--- src/rtl/ldst_control_seq_if.sv ---
// Control bundle between the load/store sequencer and the Datapath2 control inputs.
// master = sequencer side, slave = datapath / instruction-register side.
interface ldst_control_seq_if #(
  parameter int OPC_W = 5
);
  logic             run;
  logic [OPC_W-1:0] ir_opcode;

  logic             PCout;
  logic             Zlowout;
  logic             MDRout;
  logic             MARin;
  logic             Zin;
  logic             PCin;
  logic             MDRin;
  logic             IRin;
  logic             Yin;
  logic             Read;
  logic             Write;
  logic             Gra;
  logic             Grb;
  logic             Rin;
  logic             Rout;
  logic             BAout;
  logic             Cout;
  logic [4:0]       alu_op;
  logic [3:0]       state;
  logic             done;
  logic             illegal;

  modport master (
    input  run, ir_opcode,
    output PCout, Zlowout, MDRout, MARin, Zin, PCin, MDRin, IRin, Yin,
    output Read, Write, Gra, Grb, Rin, Rout, BAout, Cout,
    output alu_op, state, done, illegal
  );

  modport slave (
    output run, ir_opcode,
    input  PCout, Zlowout, MDRout, MARin, Zin, PCin, MDRin, IRin, Yin,
    input  Read, Write, Gra, Grb, Rin, Rout, BAout, Cout,
    input  alu_op, state, done, illegal
  );
endinterface

--- src/rtl/ldst_control_seq.sv ---
// Hardwired Moore sequencer for ld/ldi/st: fetch, effective-address add and the
// memory phase, with MEM_WAIT cycles per memory access.
module ldst_control_seq #(
  parameter int               OPC_W     = 5,
  parameter int               MEM_WAIT  = 1,
  parameter logic [OPC_W-1:0] OPC_LD    = 5'd0,
  parameter logic [OPC_W-1:0] OPC_LDI   = 5'd1,
  parameter logic [OPC_W-1:0] OPC_ST    = 5'd2,
  parameter logic [4:0]       ALU_ADD   = 5'd2,
  parameter logic [4:0]       ALU_INCPC = 5'd12
) (
  input logic                clk,
  input logic                clr,
  ldst_control_seq_if.master bus
);

  localparam int               CNT_W    = $clog2(MEM_WAIT + 1);
  localparam logic [CNT_W-1:0] CNT_LAST = CNT_W'(MEM_WAIT - 1);

  typedef enum logic [3:0] {
    S_IDLE = 4'd0,
    S_T0   = 4'd1,
    S_T1   = 4'd2,
    S_FR   = 4'd3,
    S_T2   = 4'd4,
    S_T3   = 4'd5,
    S_T4   = 4'd6,
    S_T5   = 4'd7,
    S_T6   = 4'd8,
    S_T7   = 4'd9,
    S_DONE = 4'd10,
    S_ERR  = 4'd11
  } state_e;

  typedef enum logic [1:0] {
    C_LD  = 2'd0,
    C_LDI = 2'd1,
    C_ST  = 2'd2,
    C_BAD = 2'd3
  } cls_e;

  state_e           state_q, state_d;
  logic [CNT_W-1:0] cnt_q, cnt_d;
  cls_e             cls_q, cls_d;
  logic [4:0]       alu_q, alu_d;
  logic             last_beat;

  function automatic cls_e decode_opc(input logic [OPC_W-1:0] opc);
    cls_e c;
    if (opc == OPC_LD)       c = C_LD;
    else if (opc == OPC_LDI) c = C_LDI;
    else if (opc == OPC_ST)  c = C_ST;
    else                     c = C_BAD;
    return c;
  endfunction

  assign last_beat = (cnt_q == CNT_LAST);

  always_ff @(posedge clk) begin
    if (clr) begin
      state_q <= S_IDLE;
      cnt_q   <= '0;
      alu_q   <= '0;
    end else begin
      state_q <= state_d;
      cnt_q   <= cnt_d;
      alu_q   <= alu_d;
    end
  end

  // The opcode class is only consulted after T3 has written it, so it needs no reset.
  always_ff @(posedge clk) begin
    cls_q <= cls_d;
  end

  always_comb begin
    state_d = state_q;
    cnt_d   = cnt_q;
    cls_d   = cls_q;
    alu_d   = alu_q;

    case (state_q)
      S_IDLE: begin
        if (bus.run) state_d = S_T0;
      end
      S_T0: state_d = S_T1;
      S_T1: begin
        state_d = S_FR;
        cnt_d   = '0;
      end
      S_FR: begin
        if (last_beat) state_d = S_T2;
        else           cnt_d   = cnt_q + CNT_W'(1);
      end
      S_T2: state_d = S_T3;
      S_T3: begin
        cls_d   = decode_opc(bus.ir_opcode);
        state_d = (cls_d == C_BAD) ? S_ERR : S_T4;
      end
      S_T4: state_d = S_T5;
      S_T5: begin
        if (cls_q == C_LDI) begin
          state_d = S_DONE;
        end else begin
          state_d = S_T6;
          cnt_d   = '0;
        end
      end
      S_T6: begin
        // ld waits out the memory read here; st spends one cycle loading MDR.
        if (cls_q == C_LD) begin
          if (last_beat) state_d = S_T7;
          else           cnt_d   = cnt_q + CNT_W'(1);
        end else begin
          state_d = S_T7;
          cnt_d   = '0;
        end
      end
      S_T7: begin
        if (cls_q == C_ST) begin
          if (last_beat) state_d = S_DONE;
          else           cnt_d   = cnt_q + CNT_W'(1);
        end else begin
          state_d = S_DONE;
        end
      end
      S_DONE: state_d = bus.run ? S_T0 : S_IDLE;
      S_ERR:  state_d = S_IDLE;
      default: state_d = S_IDLE;
    endcase

    // ALU code is registered so it is valid for the whole state that uses it.
    if (state_d == S_T0) alu_d = ALU_INCPC;
    if (state_d == S_T4) alu_d = ALU_ADD;
  end

  always_comb begin
    bus.PCout   = 1'b0;
    bus.Zlowout = 1'b0;
    bus.MDRout  = 1'b0;
    bus.MARin   = 1'b0;
    bus.Zin     = 1'b0;
    bus.PCin    = 1'b0;
    bus.MDRin   = 1'b0;
    bus.IRin    = 1'b0;
    bus.Yin     = 1'b0;
    bus.Read    = 1'b0;
    bus.Write   = 1'b0;
    bus.Gra     = 1'b0;
    bus.Grb     = 1'b0;
    bus.Rin     = 1'b0;
    bus.Rout    = 1'b0;
    bus.BAout   = 1'b0;
    bus.Cout    = 1'b0;
    bus.done    = 1'b0;
    bus.illegal = 1'b0;
    bus.alu_op  = alu_q;
    bus.state   = state_q;

    case (state_q)
      S_T0: begin
        bus.PCout = 1'b1;
        bus.MARin = 1'b1;
        bus.Zin   = 1'b1;
      end
      S_T1: begin
        bus.Zlowout = 1'b1;
        bus.PCin    = 1'b1;
      end
      S_FR: begin
        bus.Read  = 1'b1;
        bus.MDRin = last_beat;
      end
      S_T2: begin
        bus.MDRout = 1'b1;
        bus.IRin   = 1'b1;
      end
      S_T3: begin
        bus.Grb   = 1'b1;
        bus.BAout = 1'b1;
        bus.Yin   = 1'b1;
      end
      S_T4: begin
        bus.Cout = 1'b1;
        bus.Zin  = 1'b1;
      end
      S_T5: begin
        bus.Zlowout = 1'b1;
        if (cls_q == C_LDI) begin
          bus.Gra = 1'b1;
          bus.Rin = 1'b1;
        end else begin
          bus.MARin = 1'b1;
        end
      end
      S_T6: begin
        if (cls_q == C_LD) begin
          bus.Read  = 1'b1;
          bus.MDRin = last_beat;
        end else begin
          bus.Gra   = 1'b1;
          bus.Rout  = 1'b1;
          bus.MDRin = 1'b1;
        end
      end
      S_T7: begin
        if (cls_q == C_ST) begin
          bus.Write = 1'b1;
        end else begin
          bus.MDRout = 1'b1;
          bus.Gra    = 1'b1;
          bus.Rin    = 1'b1;
        end
      end
      S_DONE: bus.done    = 1'b1;
      S_ERR:  bus.illegal = 1'b1;
      default: ;
    endcase
  end

endmodule

--- src/flat_wrapper.sv ---
// flat-port wrapper written by rule: the top's interface ports become plain ports
module ldst_control_seq_flat 
#(
  parameter int               OPC_W     = 5,
  parameter int               MEM_WAIT  = 1,
  parameter logic [OPC_W-1:0] OPC_LD    = 5'd0,
  parameter logic [OPC_W-1:0] OPC_LDI   = 5'd1,
  parameter logic [OPC_W-1:0] OPC_ST    = 5'd2,
  parameter logic [4:0]       ALU_ADD   = 5'd2,
  parameter logic [4:0]       ALU_INCPC = 5'd12
)
  (clk, clr, bus_run, bus_ir_opcode, bus_PCout, bus_Zlowout, bus_MDRout, bus_MARin, bus_Zin, bus_PCin, bus_MDRin, bus_IRin, bus_Yin, bus_Read, bus_Write, bus_Gra, bus_Grb, bus_Rin, bus_Rout, bus_BAout, bus_Cout, bus_alu_op, bus_state, bus_done, bus_illegal);
  ldst_control_seq_if #(.OPC_W(OPC_W)) bus_i ();
  input logic clk;
  input logic clr;
  input wire logic [$bits(bus_i.run)-1:0] bus_run;
  input wire logic [$bits(bus_i.ir_opcode)-1:0] bus_ir_opcode;
  output wire logic [$bits(bus_i.PCout)-1:0] bus_PCout;
  output wire logic [$bits(bus_i.Zlowout)-1:0] bus_Zlowout;
  output wire logic [$bits(bus_i.MDRout)-1:0] bus_MDRout;
  output wire logic [$bits(bus_i.MARin)-1:0] bus_MARin;
  output wire logic [$bits(bus_i.Zin)-1:0] bus_Zin;
  output wire logic [$bits(bus_i.PCin)-1:0] bus_PCin;
  output wire logic [$bits(bus_i.MDRin)-1:0] bus_MDRin;
  output wire logic [$bits(bus_i.IRin)-1:0] bus_IRin;
  output wire logic [$bits(bus_i.Yin)-1:0] bus_Yin;
  output wire logic [$bits(bus_i.Read)-1:0] bus_Read;
  output wire logic [$bits(bus_i.Write)-1:0] bus_Write;
  output wire logic [$bits(bus_i.Gra)-1:0] bus_Gra;
  output wire logic [$bits(bus_i.Grb)-1:0] bus_Grb;
  output wire logic [$bits(bus_i.Rin)-1:0] bus_Rin;
  output wire logic [$bits(bus_i.Rout)-1:0] bus_Rout;
  output wire logic [$bits(bus_i.BAout)-1:0] bus_BAout;
  output wire logic [$bits(bus_i.Cout)-1:0] bus_Cout;
  output wire logic [$bits(bus_i.alu_op)-1:0] bus_alu_op;
  output wire logic [$bits(bus_i.state)-1:0] bus_state;
  output wire logic [$bits(bus_i.done)-1:0] bus_done;
  output wire logic [$bits(bus_i.illegal)-1:0] bus_illegal;
  assign bus_i.run = bus_run;
  assign bus_i.ir_opcode = bus_ir_opcode;
  assign bus_PCout = bus_i.PCout;
  assign bus_Zlowout = bus_i.Zlowout;
  assign bus_MDRout = bus_i.MDRout;
  assign bus_MARin = bus_i.MARin;
  assign bus_Zin = bus_i.Zin;
  assign bus_PCin = bus_i.PCin;
  assign bus_MDRin = bus_i.MDRin;
  assign bus_IRin = bus_i.IRin;
  assign bus_Yin = bus_i.Yin;
  assign bus_Read = bus_i.Read;
  assign bus_Write = bus_i.Write;
  assign bus_Gra = bus_i.Gra;
  assign bus_Grb = bus_i.Grb;
  assign bus_Rin = bus_i.Rin;
  assign bus_Rout = bus_i.Rout;
  assign bus_BAout = bus_i.BAout;
  assign bus_Cout = bus_i.Cout;
  assign bus_alu_op = bus_i.alu_op;
  assign bus_state = bus_i.state;
  assign bus_done = bus_i.done;
  assign bus_illegal = bus_i.illegal;
  ldst_control_seq #(.OPC_W(OPC_W), .MEM_WAIT(MEM_WAIT), .OPC_LD(OPC_LD), .OPC_LDI(OPC_LDI), .OPC_ST(OPC_ST), .ALU_ADD(ALU_ADD), .ALU_INCPC(ALU_INCPC)) u_core (.clk(clk), .clr(clr), .bus(bus_i));
endmodule
--- config.mk ---
export PLATFORM = sky130hd
export DESIGN_NAME = ldst_control_seq_flat
export DESIGN_NICKNAME = d
export VERILOG_FILES = /design/src/rtl/ldst_control_seq_if.sv /design/src/rtl/ldst_control_seq.sv /design/src/flat_wrapper.sv
export SDC_FILE = /design/constraint.sdc
export NUM_CORES = 1
export LEC_CHECK = 0
export ABC_AREA = 1
export CORE_UTILIZATION = 35
export CTS_BUF_LIST = sky130_fd_sc_hd__clkbuf_8
export DETAILED_ROUTE_END_ITERATION = 8
export HOLD_SLACK_MARGIN = 0.03
export PLACE_DENSITY_LB_ADDON = 0.1
export SETUP_SLACK_MARGIN = 0.05
export SLEW_MARGIN = 20
export SYNTH_ARGS = -nofsm -noshare
export SYNTH_HDL_FRONTEND = slang
export SYNTH_SLANG_ARGS = --single-unit
--- constraint.sdc ---
create_clock -name clk -period 1.8 [get_ports clk]
set_clock_uncertainty 0.15 [all_clocks]
set_input_delay 0.36 -clock clk [delete_from_list [all_inputs] [get_ports clk]]
set_output_delay 0.36 -clock clk [all_outputs]
set_load 0.05 [all_outputs]
Word level (Yosys, flattened, before mapping)
Cells that the tools add are included.
{"block": "word_totals", "reg_bits": 9, "word_cells": 81}
{"block": "op_classes", "addsub": 1, "n_eq_ne": 20, "muxes": 45, "bitwise": 1, "reduce_logical": 9}
{"cell": "one-hot mux 4 bit (11 select lines)", "count": 1}
{"cell": "two-way mux 4 bit", "count": 7}
{"cell": "two-way mux 1 bit", "count": 24}
{"cell": "== test 4 x 3 -> 1 bit, second input constant", "count": 5}
{"cell": "== test 4 bit, second input constant", "count": 4}
{"cell": "two-way mux 2 bit", "count": 6}
{"cell": "one-hot mux 1 bit (2 select lines)", "count": 5}
{"cell": "== test 4 x 1 -> 1 bit, second input constant", "count": 2}
{"cell": "== test 4 x 2 -> 1 bit, second input constant", "count": 2}
{"cell": "OR reduction 2 bit", "count": 3}
{"cell": "== test 5 x 1 -> 1 bit, second input constant", "count": 1}
{"cell": "== test 5 x 2 -> 1 bit, second input constant", "count": 1}
{"cell": "logical NOT 5 bit", "count": 1}
{"cell": "one-hot mux 1 bit (5 select lines)", "count": 1}
{"cell": "nonzero test 5 bit", "count": 1}
{"cell": "== test 2 bit, second input constant", "count": 2}
{"cell": "logical NOT 4 bit", "count": 1}
{"cell": "one-hot mux 1 bit (3 select lines)", "count": 1}
{"cell": "AND reduction 3 bit", "count": 1}
{"cell": "== test 2 x 1 -> 1 bit, second input constant", "count": 1}
{"cell": "logical NOT 2 bit", "count": 1}
{"cell": "!= test 2 x 1 -> 1 bit, second input constant", "count": 1}
{"cell": "!= test 2 bit, second input constant", "count": 1}
{"cell": "nonzero test 2 bit", "count": 1}
{"cell": "2 further kinds", "count": 2}

Depth between registers and ports, before layout
{"block": "depth", "ltp_word": 11, "depth_mapped": 8}

Worst setup path before layout
Ideal clock, no wire load.
{"block": "synth_timing", "path_type": "register to output", "start": "register u_core.state_q[0] (netlist: u_core.bus.state[0])", "end": "output port bus_MARin", "arrival_ns": 2.317, "path_slack_ns": -1.027, "path_stages_with_launch": 5, "path_buffers": 0, "cell_sequence": "dfxtp_1 > nand2_1 > nor2_1 > inv_1 > o21ai_0"}
{"block": "synth_between", "elab_chain_len": 2, "elab_cells_between_ends": 3, "cone_classes": "eq/ne (2); mux (1)"}
{"element": "from (decl)", "line_no": "ldst_control_seq.sv:42", "rtl": "state_e state_q, state_d;"}
{"element": "from (signal assigned)", "line_no": "ldst_control_seq.sv:65", "rtl": "state_q <= state_d;"}
{"element": "== test 4 x 3 -> 1 bit or == test 4 x 1 -> 1 bit (tied branches)", "line_no": "ldst_control_seq.sv:160", "rtl": "case (state_q)"}
{"element": "one-hot mux 1 bit (2 select lines) *", "line_no": "ldst_control_seq.sv:160"}
{"element": "to (decl)", "line_no": "flat_wrapper.sv:21", "rtl": "output wire logic [$bits(bus_i.MARin)-1:0] bus_MARin;"}
Mark *: on every way between the ends. The rest lies on a longest branch, timed or not.

Worst setup path after layout
{"block": "layout_timing", "start": "register u_core.cls_q[1]", "end": "output port bus_Rin"}
{"block": "layout_between", "elab_chain_len": 3, "elab_cells_between_ends": 5, "cone_classes": "eq/ne (2); mux (3)"}
{"element": "from (decl)", "line_no": "ldst_control_seq.sv:44", "rtl": "cls_e cls_q, cls_d;"}
{"element": "from (signal assigned)", "line_no": "ldst_control_seq.sv:73", "rtl": "cls_q <= cls_d;"}
{"element": "== test 2 bit or == test 2 x 1 -> 1 bit (tied branches)", "line_no": "ldst_control_seq.sv:207, ldst_control_seq.sv:189"}
{"element": "two-way mux 1 bit (on tied branches)", "line_no": "ldst_control_seq.sv:207, ldst_control_seq.sv:189"}
{"element": "one-hot mux 1 bit (2 select lines) *", "line_no": "ldst_control_seq.sv:160"}
{"element": "to (decl)", "line_no": "flat_wrapper.sv:31", "rtl": "output wire logic [$bits(bus_i.Rin)-1:0] bus_Rin;"}
Marked as above.

==> impl_metrics.yaml <==
final_layout:
  final.fill_count: 51
  nets: 152
  antenna_cells: 0
  synthToLayoutAreaGrowth_pct: 150
  fin_util: 0.935
  instances_no_fill: 158
  drive_above_1_share: 0.620
logic_synthesis:
  postSynthAreaPerCell_um2: 5.80
  synth_compound_area_frac: 0.0978
  yosys.area_share.xor_xnor: 0
  synth_ff_type: "dfxtp_1"
  synth_top_cell_by_area: "dfxtp_1"
  synthesis.area_um2: 563
  yosysWarnings: 0
  synth_top_family_by_area: "simple AND/OR/NAND/NOR gates"
  synth_most_common_cell: "nand2_1"
  synth_edf_count: 2
  synthAdderAreaFrac: 0
  ys_types: 14
  synth_simple_gate_area_frac: 0.382
  async_reset_ff_frac: 0
  synthCells: 97
  synth_common_cells: "nand2_1 (28), inv_1 (19), nor2_1 (18)"
  ys_seq_elements: 8
  synth_seq_area_share: 0.320
  netlist.area_leader.share: 0.213
  synth.area.top_cells: "dfxtp_1 (21%), nand2_1 (19%), inv_1 (13%), nor2_1 (12%), edfxtp_1 (11%)"
  synthMuxAreaShare: 0
clock_network:
  cts_tree: "done"
  cts-root-buf: "clkbuf_8"
  clk_path_buf_depth: 2
  clk_pin_slew_ns: 0.04
  cts.htree.levels: 1
  postCtsHoldBufs: 0
  cts.sinks: 8
  cts_buffers: 3
  clk_latency_ns: 0.23
worst_hold_path:
  hold_path.class: "reg2reg"
  whs_path_depth: 2
routing:
  via_count: 846
  postRouteAntennaNets: 0
  dr.pass1.iters: 4
  viasPerCell: 5.35
  wl_per_cell_um: 16.6
  wl_um: 2620
  drcViolationCount: 0
  drt_iter0_drc: 13
placement:
  hpwl_um: 1390
  dp.cells: 144
  post-place-ws_ns: 0.0541
  place.gp.congestion: 0.836
  numPortBuffers: 33
floorplanning:
  dieWidth_um: 42.1
  die_h_um: 42.1
  io_pins: 36
  dieArea_um2: 1770
  initial_core_util: 0.374
  core_area_um2: 1510
  rows: 14
power:
  p_leak_nw: 0.667
  totalPowerFinal_mw: 1.13
  p_per_area_nw_per_um2: 801
  ir_drop_mv: 0.903
timing:
  fin_crit_sh: 1.07
  rsz0062_at_grt: "yes"
  maxSlewViolCount: 0
  finalSetupViolations: 7
  hold_violations: 0
  max_freq_ghz: 0.519
  finalSetupTns_ns: -0.445
  min_period_ns: 1.93
  worst_slack_ns: -0.127
job:
  cap_violations: 0
grt:
  overflow: 0
  antenna_found_initial: 0
  track_usage: 0.258
  grt_pass1_vias: 750
  grt_max_degree: 7
  grt_pass1_wl_um: 3390
run_status:
  status: "finished, violations left"
  violations: "setup timing"
worst_setup_path:
  arrival_ns: 1.42
  criticalPathCategory: "reg2out"
  required_ns: 1.29
  path_max_fanout: 3
  cp-end-kind: "output pin"
  worstSetupStartpointType: "flip-flop"
  reg2regPathDepth: 8
[report_power, final]
part	switching (mW)	internal (mW)
Clock	0.0707	0.145
Combinational	0.397	0.265
Sequential	0.0463	0.205
Total	0.514	0.615
[critical path: stages, from the launching register on]
cell	delay, ns
edfxtp_1	0.40
inv_1	0.11
o211ai_1	0.25
buf_4	0.20
nand2_2	0.07
buf_12	0.15
[cell usage in the layout, fill, tap and decap left out, types with 4 or more instances in the layout]
| cell | n |
|---|---|
| inv_1 | 6 |
| nand2_2 | 8 |
| nor2_4 | 9 |
| dfxtp_4 | 4 |
| buf_12 | 19 |
| nand2_1 | 16 |
| clkdlybuf4s50_1 | 7 |
| nor2_1 | 9 |
| inv_2 | 10 |
| buf_4 | 19 |
[routing by layer]
metal  up-vias  routed length [µm]  global-route usage
li1        380                   -                   -
met1       398                 999               0.282
met2        54                1310               0.456
met3        14                 152              0.0302
met4         0                 151               0.188
met5         -                   0                   0
[cell families after synthesis]
family	after synthesis
AO/OA/AOI/OAI	10
buffers and inverters	24
AND/OR/NAND/NOR	54
other	1
flip-flops	8
[stage by stage]
stage | instance area [µm²] | hold WS [ns]
final | 1410 | 0.347
after global routing | 1410 | 0.370
after CTS | 1350 | 0.355
after detailed placement | 1170 | 0.338
after global placement | 1170 | 0.309
after floorplan | 669 | 0.269
[cell type report]
class | count | area [µm²] | area share
Clock buffer | 3 | 41.3 | 0.0293
Tap cell | 16 | 20.0 | 0.0142
Inverter | 19 | 81.3 | 0.0577
Sequential cell | 8 | 195 | 0.139
Multi-Input combinational cell | 66 | 467 | 0.331
Timing Repair Buffer | 46 | 604 | 0.429
[final timing paths]
kind / slack, ns / start / endpoint
worst max register to register: 0.24 / u_core.bus.state[3] / u_core.bus.state[0]
worst min-delay path: 0.35 / u_core.bus.alu_op[1] / u_core.bus.alu_op[1]
worst min register to register: 0.35 / u_core.bus.alu_op[1] / u_core.bus.alu_op[1]
worst max-delay path: -0.13 / u_core.cls_q[1] / bus_Rin
[flip-flops by register name, summed over array words and instances, names as in the netlist]
register           cells
u_core.bus.state       4
u_core.bus.alu_op      2
u_core.cls_q           2
[timing repair]
item                       in CTS  in global routing
buffers inserted                9                  2
pin swaps                      10                  3
setup endpoints to repair      13                 16
resized for setup              27                 16
Power figures use the tool's default switching activity.
